$ cat src/rtl/dm_sba_axil_master.sv
`default_nettype none
// ============================================================================
// Module   : dm_sba_axil_master
// Brief    : SBA req/gnt/r_valid master to 32-bit AXI4-Lite master bridge
//            with response-code mapping and response timeout.
// Revision : 1.0 - initial release
// ============================================================================
module dm_sba_axil_master #(
    parameter int unsigned TimeoutCycles = 1024
) (
    input  logic        clk_i,
    input  logic        rst_ni,
    input  logic        dmactive_i,
    input  logic        master_req_i,
    input  logic [31:0] master_add_i,
    input  logic        master_we_i,
    input  logic [31:0] master_wdata_i,
    input  logic [3:0]  master_be_i,
    output logic        master_gnt_o,
    output logic        master_r_valid_o,
    output logic        master_r_err_o,
    output logic        master_r_other_err_o,
    output logic [31:0] master_r_rdata_o,
    output logic        axi_awvalid_o,
    input  logic        axi_awready_i,
    output logic [31:0] axi_awaddr_o,
    output logic        axi_wvalid_o,
    input  logic        axi_wready_i,
    output logic [31:0] axi_wdata_o,
    output logic [3:0]  axi_wstrb_o,
    input  logic        axi_bvalid_i,
    output logic        axi_bready_o,
    input  logic [1:0]  axi_bresp_i,
    output logic        axi_arvalid_o,
    input  logic        axi_arready_i,
    output logic [31:0] axi_araddr_o,
    input  logic        axi_rvalid_i,
    output logic        axi_rready_o,
    input  logic [31:0] axi_rdata_i,
    input  logic [1:0]  axi_rresp_i
);

    localparam int CntW = (TimeoutCycles > 1) ? $clog2(TimeoutCycles + 1) : 1;
    localparam logic [CntW-1:0] CntLimit =
        CntW'((TimeoutCycles == 0) ? 0 : TimeoutCycles - 1);

    localparam logic [2:0] ST_IDLE   = 3'd0;
    localparam logic [2:0] ST_WRITE  = 3'd1;
    localparam logic [2:0] ST_WRRESP = 3'd2;
    localparam logic [2:0] ST_READ   = 3'd3;
    localparam logic [2:0] ST_RDRESP = 3'd4;
    localparam logic [2:0] ST_DRAIN  = 3'd5;

    logic [2:0]      state;
    logic [CntW-1:0] cnt;
    logic [31:0]     addr;
    logic            is_write;

    logic grant, aw_hs, w_hs, ar_hs, b_hs, r_hs;
    logic active, completion, timeout;

    // The pulse cycle is already Idle, but a new grant must wait one more cycle.
    assign grant = (state == ST_IDLE) && !master_r_valid_o && master_req_i && dmactive_i;
    assign master_gnt_o = grant;

    assign aw_hs = axi_awvalid_o && axi_awready_i;
    assign w_hs  = axi_wvalid_o  && axi_wready_i;
    assign ar_hs = axi_arvalid_o && axi_arready_i;
    assign b_hs  = axi_bvalid_i  && axi_bready_o;
    assign r_hs  = axi_rvalid_i  && axi_rready_o;

    assign axi_awaddr_o = addr;
    assign axi_araddr_o = addr;

    assign active = (state == ST_WRITE) || (state == ST_WRRESP) ||
                    (state == ST_READ)  || (state == ST_RDRESP);
    assign completion = ((state == ST_WRRESP) && b_hs) || ((state == ST_RDRESP) && r_hs);
    // A response landing on the limit cycle takes precedence over the timeout.
    assign timeout = (TimeoutCycles != 0) && active && (cnt == CntLimit) && !completion;

    always_ff @(posedge clk_i or negedge rst_ni) begin
        if (!rst_ni) begin
            state                <= ST_IDLE;
            cnt                  <= '0;
            addr                 <= '0;
            is_write             <= 1'b0;
            master_r_valid_o     <= 1'b0;
            master_r_err_o       <= 1'b0;
            master_r_other_err_o <= 1'b0;
            master_r_rdata_o     <= '0;
            axi_awvalid_o        <= 1'b0;
            axi_wvalid_o         <= 1'b0;
            axi_wdata_o          <= '0;
            axi_wstrb_o          <= '0;
            axi_bready_o         <= 1'b0;
            axi_arvalid_o        <= 1'b0;
            axi_rready_o         <= 1'b0;
        end else begin
            master_r_valid_o     <= 1'b0;
            master_r_err_o       <= 1'b0;
            master_r_other_err_o <= 1'b0;
            master_r_rdata_o     <= '0;

            // Valids retire on their own handshake in any state, including Drain.
            if (aw_hs) axi_awvalid_o <= 1'b0;
            if (w_hs)  axi_wvalid_o  <= 1'b0;
            if (ar_hs) axi_arvalid_o <= 1'b0;

            if (grant) begin
                cnt <= '0;
            end else if (active && (TimeoutCycles != 0)) begin
                cnt <= cnt + 1'b1;
            end

            if (timeout) begin
                master_r_valid_o     <= 1'b1;
                master_r_other_err_o <= 1'b1;
                state                <= ST_DRAIN;
                if (is_write) axi_bready_o <= 1'b1;
                else          axi_rready_o <= 1'b1;
            end else begin
                case (state)
                    ST_IDLE: begin
                        if (grant) begin
                            addr        <= master_add_i;
                            axi_wdata_o <= master_wdata_i;
                            axi_wstrb_o <= master_be_i;
                            is_write    <= master_we_i;
                            if (master_we_i) begin
                                state         <= ST_WRITE;
                                axi_awvalid_o <= 1'b1;
                                axi_wvalid_o  <= 1'b1;
                            end else begin
                                state         <= ST_READ;
                                axi_arvalid_o <= 1'b1;
                            end
                        end
                    end
                    ST_WRITE: begin
                        if ((!axi_awvalid_o || aw_hs) && (!axi_wvalid_o || w_hs)) begin
                            state        <= ST_WRRESP;
                            axi_bready_o <= 1'b1;
                        end
                    end
                    ST_WRRESP: begin
                        if (b_hs) begin
                            axi_bready_o         <= 1'b0;
                            master_r_valid_o     <= 1'b1;
                            master_r_err_o       <= (axi_bresp_i == 2'b11);
                            master_r_other_err_o <= (axi_bresp_i == 2'b10);
                            state                <= ST_IDLE;
                        end
                    end
                    ST_READ: begin
                        if (ar_hs) begin
                            state        <= ST_RDRESP;
                            axi_rready_o <= 1'b1;
                        end
                    end
                    ST_RDRESP: begin
                        if (r_hs) begin
                            axi_rready_o         <= 1'b0;
                            master_r_valid_o     <= 1'b1;
                            master_r_rdata_o     <= axi_rdata_i;
                            master_r_err_o       <= (axi_rresp_i == 2'b11);
                            master_r_other_err_o <= (axi_rresp_i == 2'b10);
                            state                <= ST_IDLE;
                        end
                    end
                    ST_DRAIN: begin
                        // Late response is swallowed; the requester already saw the timeout.
                        if (b_hs || r_hs) begin
                            axi_bready_o <= 1'b0;
                            axi_rready_o <= 1'b0;
                            state        <= ST_IDLE;
                        end
                    end
                    default: state <= ST_IDLE;
                endcase
            end
        end
    end

endmodule
`default_nettype wire

$ cat config.mk
export PLATFORM = sky130hd
export DESIGN_NAME = dm_sba_axil_master
export DESIGN_NICKNAME = d
export VERILOG_FILES = /design/src/rtl/dm_sba_axil_master.sv
export SDC_FILE = /design/constraint.sdc
export NUM_CORES = 1
export LEC_CHECK = 0
export CORE_MARGIN = 2
export CORE_UTILIZATION = 37
export CTS_BUF_LIST = sky130_fd_sc_hd__clkbuf_8
export CTS_CLUSTER_DIAMETER = 100
export DETAILED_ROUTE_END_ITERATION = 16
export PLACE_DENSITY_LB_ADDON = 0.2
export SLEW_MARGIN = 20
export SYNTH_ARGS = -nofsm -noshare
export SYNTH_HDL_FRONTEND = slang
export SYNTH_SLANG_ARGS = --single-unit
$ cat constraint.sdc
create_clock -name clk_i -period 1.9 [get_ports clk_i]
set_input_delay 0.38 -clock clk_i [delete_from_list [all_inputs] [get_ports clk_i]]
set_output_delay 0.38 -clock clk_i [all_outputs]
set_load 0.005 [all_outputs]
==> results of run 1 <==
## sequential cells by signal, summed over array words and instances, names as in the netlist, 3 cells and up
register	count
cnt	11
state	3
axi_wstrb_o	4
axi_araddr_o	32
axi_wdata_o	32
master_r_rdata_o	32
## layout by cell type, fill, tap and decap left out, types with 5 or more instances in the layout
master | Yosys | layout
and2_1 | 33 | 33
buf_4 | 34 | 33
buf_6 | 0 | 5
clkbuf_8 | 0 | 19
clkdlybuf4s50_1 | 0 | 252
dfrtp_1 | 123 | 123
inv_1 | 4 | 7
nand2_1 | 221 | 221
nand3_1 | 9 | 9
nand4_1 | 5 | 5
nor2_1 | 12 | 12
nor3_1 | 9 | 7
xnor2_1 | 5 | 5
## metrics by stage
step / cells / utilization, % / hold WS [ns] / power (mW) / worst slack (ns)
final: 966 / 61.8 / 0.445 / 10.4 / -0.0789
after global routing: 966 / 61.8 / 0.461 / 11.1 / -0.121
after CTS: 964 / 61.5 / 0.430 / 10.5 / -0.0863
after detailed placement: 931 / 58.2 / 0.355 / 8.20 / -0.236
after global placement: 931 / 58.2 / 0.355 / 8.07 / -0.205
after floorplan: 523 / - / 0.0844 / 5.62 / -0.0908
## logic make-up (layout without fill, tap and decap cells)
kind of cell	Yosys count	in the layout
and+or+nand+nor	307	307
DFF	123	123
buffers and inverters	61	328
AOI/OAI and AO/OA	20	20
xor gates and xnor gates	9	9
muxes	2	2
adders and majority gates	1	1
## how the worst min path moves through the flow
stage                            startpoint                           end  slack, ns  cells after the start
after floorplan                      rst_ni   axi_araddr_o[0]$_DFFE_PN0P_       0.08                      0
after global placement               rst_ni  axi_araddr_o[20]$_DFFE_PN0P_       0.35                      1
after detailed placement             rst_ni  axi_araddr_o[20]$_DFFE_PN0P_       0.36                      1
after CTS                            rst_ni          state[2]$_DFFE_PN0P_       0.43                      2
after global routing      master_wdata_i[3]    axi_wdata_o[3]$_DFFE_PN0P_       0.46                      3
final                                rst_ni  axi_araddr_o[20]$_DFFE_PN0P_       0.44                      2
## cell type report
cell class | instances | area [µm²] | share of cell area, %
multi-input cells | 339 | 1660 | 20.2
repair buffers | 293 | 2880 | 35.0
clock buffers | 19 | 262 | 3.18
well taps | 176 | 220 | 2.68
clock inverters | 11 | 106 | 1.29
flip-flops and latches | 123 | 3080 | 37.4
inverters | 5 | 18.8 | 0.228
## metal layers
metal	wire (µm)	up-vias	global-route usage [%]
met3	1340	24	8.49
met4	345	0	8.65
li1	-	2127	-
met1	5630	2102	22.3
met5	0	-	0
met2	7050	198	33.5
## repair_timing
item / in CTS / in global routing
endpoints found under the hold margin: 31 / 0
resized for setup: 14 / 5
endpoints found under the setup margin: 5 / 5
buffers inserted: 3 / 2
pin swaps: 5 / 6
hold buffers: 1 / 0
## where the power goes
| part | switching (mW) | total (mW) | internal, mW |
|---|---|---|---|
| logic | 1.62 | 4.26 | 2.64 |
| registers | 0.550 | 3.97 | 3.42 |
| clock network | 0.979 | 2.17 | 1.20 |
| total | 3.15 | 10.4 | 7.25 |
## worst register-to-register path, cell delays in order, from the launching register on
cell and delay [ns]:
dfrtp_1 0.41, buf_6 0.13, buf_4 0.16, nand2b_4 0.08, nor3_2 0.07, or4_4 0.56
mux2_4 0.32, o22a_1 0.16
==> results.ini, run 1 <==
[place]
dp_hpwl_um=10500
gp_congestion=0.781
place_area_um2=7740
portBuffers=254

[setup_path]
critPathMaxFanout=8
start_kind=flop
r2r_start=state[2]$_DFFE_PN0P_
crit_arrival_ns=2.30
crit_end=axi_bready_o$_DFFE_PN0P_
cp.depth=7
critPathTopFamily=simple AND/OR/NAND/NOR gates
crit_type=reg -> reg
critical_path_required_ns=2.22
cpMaxStageDelayCell=or4_4
crit_path_max_incr_delay_ns=0.56
path_cells=buf_6 > buf_4 > nand2b_4 > nor3_2 > or4_4 > mux2_4 > o22a_1
ff2ff_setup_slack_ns=-0.08
cp-end-kind=flop
critPathBufInv=2
r2r_cells=7
crit_start=state[2]$_DFFE_PN0P_
r2r-end=axi_bready_o$_DFFE_PN0P_

[power_and_ir_drop]
power_density_nw_per_um2=1270
ir_worst_vdd_mv=0.744
p_leak_nw=3.89

[yosys]
synth_cell_type_count=45
synth_top_area_cell=dfrtp_1
synth_xor_area_share_pct=1.56
synthMostInstantiatedCell=nand2_1
synth.area.top_cells=dfrtp_1 61%, nand2_1 16%, buf_4 5.1%, and2_1 4.1%, clkbuf_1 1.4%
synth_warnings=0
ys_ff_latch=123
synthDominantCellAreaShare_pct=61.1
synth_simple_gate_area_share_pct=26.6
synthArstFlopShare_pct=100
synth_top_family_by_area=simple AND/OR/NAND/NOR gates
synth-edff-count=0
synth.mux.area_fraction_pct=0.497
synthAdderAreaFrac_pct=0.248
synth_flop_cell=dfrtp_1
synth_area_per_cell_um2=9.63
syn-instance-count=523
netlist_area_um2=5040
synth_common_cells=221 x nand2_1, 123 x dfrtp_1, 34 x buf_4, 33 x and2_1, 19 x clkbuf_1
ys_seq_area_share_pct=61.1
syn-num-nets=638
synth-compound-area-share_pct=2.91

[layout]
antennaDiodeCount=0
drive_gt1_share_pct=10.0
fin_area_um2=8220
syn_to_final_growth_pct=63.2
fin_nets=894
nFillCells=1110

[floorplan]
core_region_area_um2=13300
rows=42
ios=255
start_util_pct=37.9
fp.dieW_um=121
die-area_um2=14600
die_h_um=121

[sta]
finalClockSkew_ns=0.0102
worstMarginPinSlew_ns=0.776
setup_slack_ns=-0.0789
setup_viol=1
hold_viol_final=0
setup_tns_ns=-0.0789
fin_crit_sh_pct=104
max_slew_margin_pct=48.2
max_freq_ghz=0.505
fin_crit_ns=1.98
slew_viol_final=0
rsz0062_at_grt=yes

[clocking]
clock_sinks=123
htreeDepth=4
cts_buffers=17
clockBufferDepth=2
root_buffer=clkbuf_8
clock_latency_ns=0.42
cts_tree=yes
clk_pin_slew_ns=0.07

[run]
max-cap-violations=0

[routing]
dr.pass1.iters=4
wirelength_um=14400
wl_per_cell_um=14.9
drc_errors=0
vias_per_cell=4.61
ant_nets=0
drtIter0Drc=215
vias=4451

[global_routing]
antenna_found_initial=0
grt_max_degree=74
grt_pass1_wl_um=22300
grt_pass1_vias=4480
overflow=0
grt_util_all_layers_pct=20.0

[status]
status=complete, but fails checks
violations=setup timing

[hold_path]
min_path_type=in -> async

Power figures use the tool's default switching activity.
==> inputs of run 2 (changes only) <==
--- a/config.mk
+++ b/config.mk
@@ -8,7 +8,7 @@
 export CORE_MARGIN = 2
 export CORE_UTILIZATION = 37
 export CTS_BUF_LIST = sky130_fd_sc_hd__clkbuf_8
-export CTS_CLUSTER_DIAMETER = 100
+export CTS_CLUSTER_DIAMETER = 40
 export DETAILED_ROUTE_END_ITERATION = 16
 export PLACE_DENSITY_LB_ADDON = 0.2
 export SLEW_MARGIN = 20
==> results of run 2 <==
No change in the layout: final DEF, timing and power equal those of run 1.
==> inputs of run 3 (changes only) <==
--- a/config.mk
+++ b/config.mk
@@ -11,6 +11,7 @@
 export CTS_CLUSTER_DIAMETER = 40
 export DETAILED_ROUTE_END_ITERATION = 16
 export PLACE_DENSITY_LB_ADDON = 0.2
+export SKIP_CTS_REPAIR_TIMING = 1
 export SLEW_MARGIN = 20
 export SYNTH_ARGS = -nofsm -noshare
 export SYNTH_HDL_FRONTEND = slang
==> results.ini, run 3 (synthesis results as in run 1) <==
[routing]
wl_per_cell_um=14.9  ; +0.54%
dr.pass1.iters=4  ; unchanged
ant_nets=0  ; unchanged
drc_errors=0  ; unchanged
drtIter0Drc=249  ; +16%
vias_per_cell=4.61  ; about the same
wirelength_um=14500  ; +0.64%
vias=4455  ; +0.090%

[sta]
max_freq_ghz=0.501  ; -0.86%
setup_viol=3  ; +2
fin_crit_sh_pct=105  ; +0.91 points
finalClockSkew_ns=0.00843  ; -0.00176 ns
slew_viol_final=0  ; unchanged
setup_slack_ns=-0.0961  ; -0.0172 ns
worstMarginPinSlew_ns=0.558  ; -0.219 ns
max_slew_margin_pct=62.8  ; +15 points
fin_crit_ns=2.00  ; +0.0172 ns
hold_viol_final=0  ; unchanged
rsz0062_at_grt=yes
setup_tns_ns=-0.127  ; -0.0479 ns

[floorplan]
start_util_pct=37.9  ; unchanged
rows=42  ; unchanged
fp.dieW_um=121  ; unchanged
core_region_area_um2=13300  ; unchanged
ios=255  ; unchanged
die_h_um=121  ; unchanged
die-area_um2=14600  ; unchanged

[layout]
fin_nets=895  ; +0.11%
layout_common_cells=252 x clkdlybuf4s50_1, 221 x nand2_1, 123 x dfrtp_1
final_common_cell=clkdlybuf4s50_1
utilization_pct=61.9  ; about the same
nFillCells=1116  ; +0.54%
antennaDiodeCount=0  ; unchanged
syn_to_final_growth_pct=63.3  ; about the same
multiInputGateArea_um2=1650  ; -0.38%
drive_gt1_share_pct=9.86  ; -0.14 points
seq_area_um2=3080  ; unchanged

[status]
status=complete, but fails checks
violations=setup timing

[setup_path]
cpMaxStageDelayCell=or4_4
crit_arrival_ns=2.32  ; +0.02 ns
crit_type=reg -> reg
timing.critical_path.mode_cell=buf_6
cp-end-kind=flop
critPathTopFamily=simple AND/OR/NAND/NOR gates
r2r_cells=7  ; unchanged
r2r-end=axi_bready_o$_DFFE_PN0P_
ff2ff_setup_slack_ns=-0.1  ; -0.02 ns
critPathMaxFanout=3  ; -5
crit_path_max_incr_delay_ns=0.50  ; -0.06 ns
critical_path_required_ns=2.22  ; about the same
r2r_start=state[2]$_DFFE_PN0P_
critPathBufInv=2  ; unchanged
path_cells=buf_6 > buf_6 > nor3_4 > or2_1 > or4_4 > mux2_4 > o22a_1
crit_start=state[2]$_DFFE_PN0P_
start_kind=flop

[clocking]
cts_buffers=17  ; unchanged
clockBufferDepth=2  ; unchanged
clock_sinks=123  ; unchanged
htreeDepth=4  ; unchanged
cts_tree=yes
clk_pin_slew_ns=0.07  ; about the same
clock_latency_ns=0.43  ; about the same
root_buffer=clkbuf_8

[run]
max-cap-violations=0  ; unchanged

[power_and_ir_drop]
ir_worst_vdd_mv=0.742  ; -0.27%
power_density_nw_per_um2=1260  ; about the same
p_total_mw=10.4  ; about the same
p_leak_nw=3.90  ; +0.21%

[hold_path]
min_path_type=in -> async

[global_routing]
grt_pass1_vias=4428  ; -1.2%
overflow=0  ; unchanged
grt_util_all_layers_pct=19.9  ; -0.14 points
grt_max_degree=74  ; unchanged
grt_pass1_wl_um=22200  ; -0.65%
antenna_found_initial=0  ; unchanged

[place]
gp_congestion=0.781  ; unchanged
dp_hpwl_um=10500  ; unchanged
portBuffers=254  ; unchanged

[run 3: changes by cell type in the layout (fill, tap and decap cells not counted)]
cell   delta
or4_4     -1
ha_1      +1
or4_1     +1
ha_2      -1
buf_6     +1
[run 3: worst max-delay path by stage]
stage / end / slack (ns) / cells after the start
finish: axi_bready_o$_DFFE_PN0P_ / -0.1 / 7
global route: axi_bready_o$_DFFE_PN0P_ / -0.13 / 7
CTS: master_gnt_o / -0.55 / 5
detailed placement: axi_bready_o$_DFFE_PN0P_ / -0.24 / 6
global placement: axi_bready_o$_DFFE_PN0P_ / -0.20 / 6
floorplan: axi_bready_o$_DFFE_PN0P_ / -0.09 / 6
[run 3: worst reg2reg max path: stages, from the launching register on]
cell and delay (ns):
dfrtp_1 0.39, buf_6 0.13, buf_6 0.10, nor3_4 0.03, or2_1 0.24, or4_4 0.50, mux2_4 0.32, o22a_1 0.18
[run 3: area by class of cell]
cell class              instances  share of cell area [%]
well taps                     176                    2.68
inverters                       5                   0.228
multi-input cells             339                    20.1
repair buffers                294                    35.1
clock buffers                  19                    3.18
flip-flops and latches        123                    37.4
clock inverters                11                    1.29
[run 3: routing by layer]
| layer | global-route usage, % | wire length (µm) | up-vias | part of all wire, % |
|---|---|---|---|---|
| li1 | - | - | 2129 | - |
| met1 | 22.5 | 5660 | 2100 | 39 |
| met2 | 33.0 | 7070 | 203 | 49 |
| met3 | 8.35 | 1400 | 23 | 9.7 |
| met4 | 8.36 | 331 | 0 | 2.3 |
| met5 | 0 | 0 | - | 0 |
[run 3: report_power, final]
part	total (mW)	leakage, nW	internal [mW]	switching (mW)
combinational	4.26	2.10	2.64	1.62
sequential	3.96	1.60	3.42	0.549
clock	2.18	0.197	1.19	0.983
[run 3: metrics by stage]
stage / cells / area, µm² / setup WS [ns] / hold slack (ns)
floorplan: 523 / 5040 / -0.0908 / 0.0844
global placement: 931 / 7740 / -0.205 / 0.355
detailed placement: 931 / 7740 / -0.236 / 0.355
CTS: 961 / 8110 / -0.554 / -0.118
global route: 967 / 8230 / -0.134 / 0.461
finish: 967 / 8230 / -0.0961 / 0.438
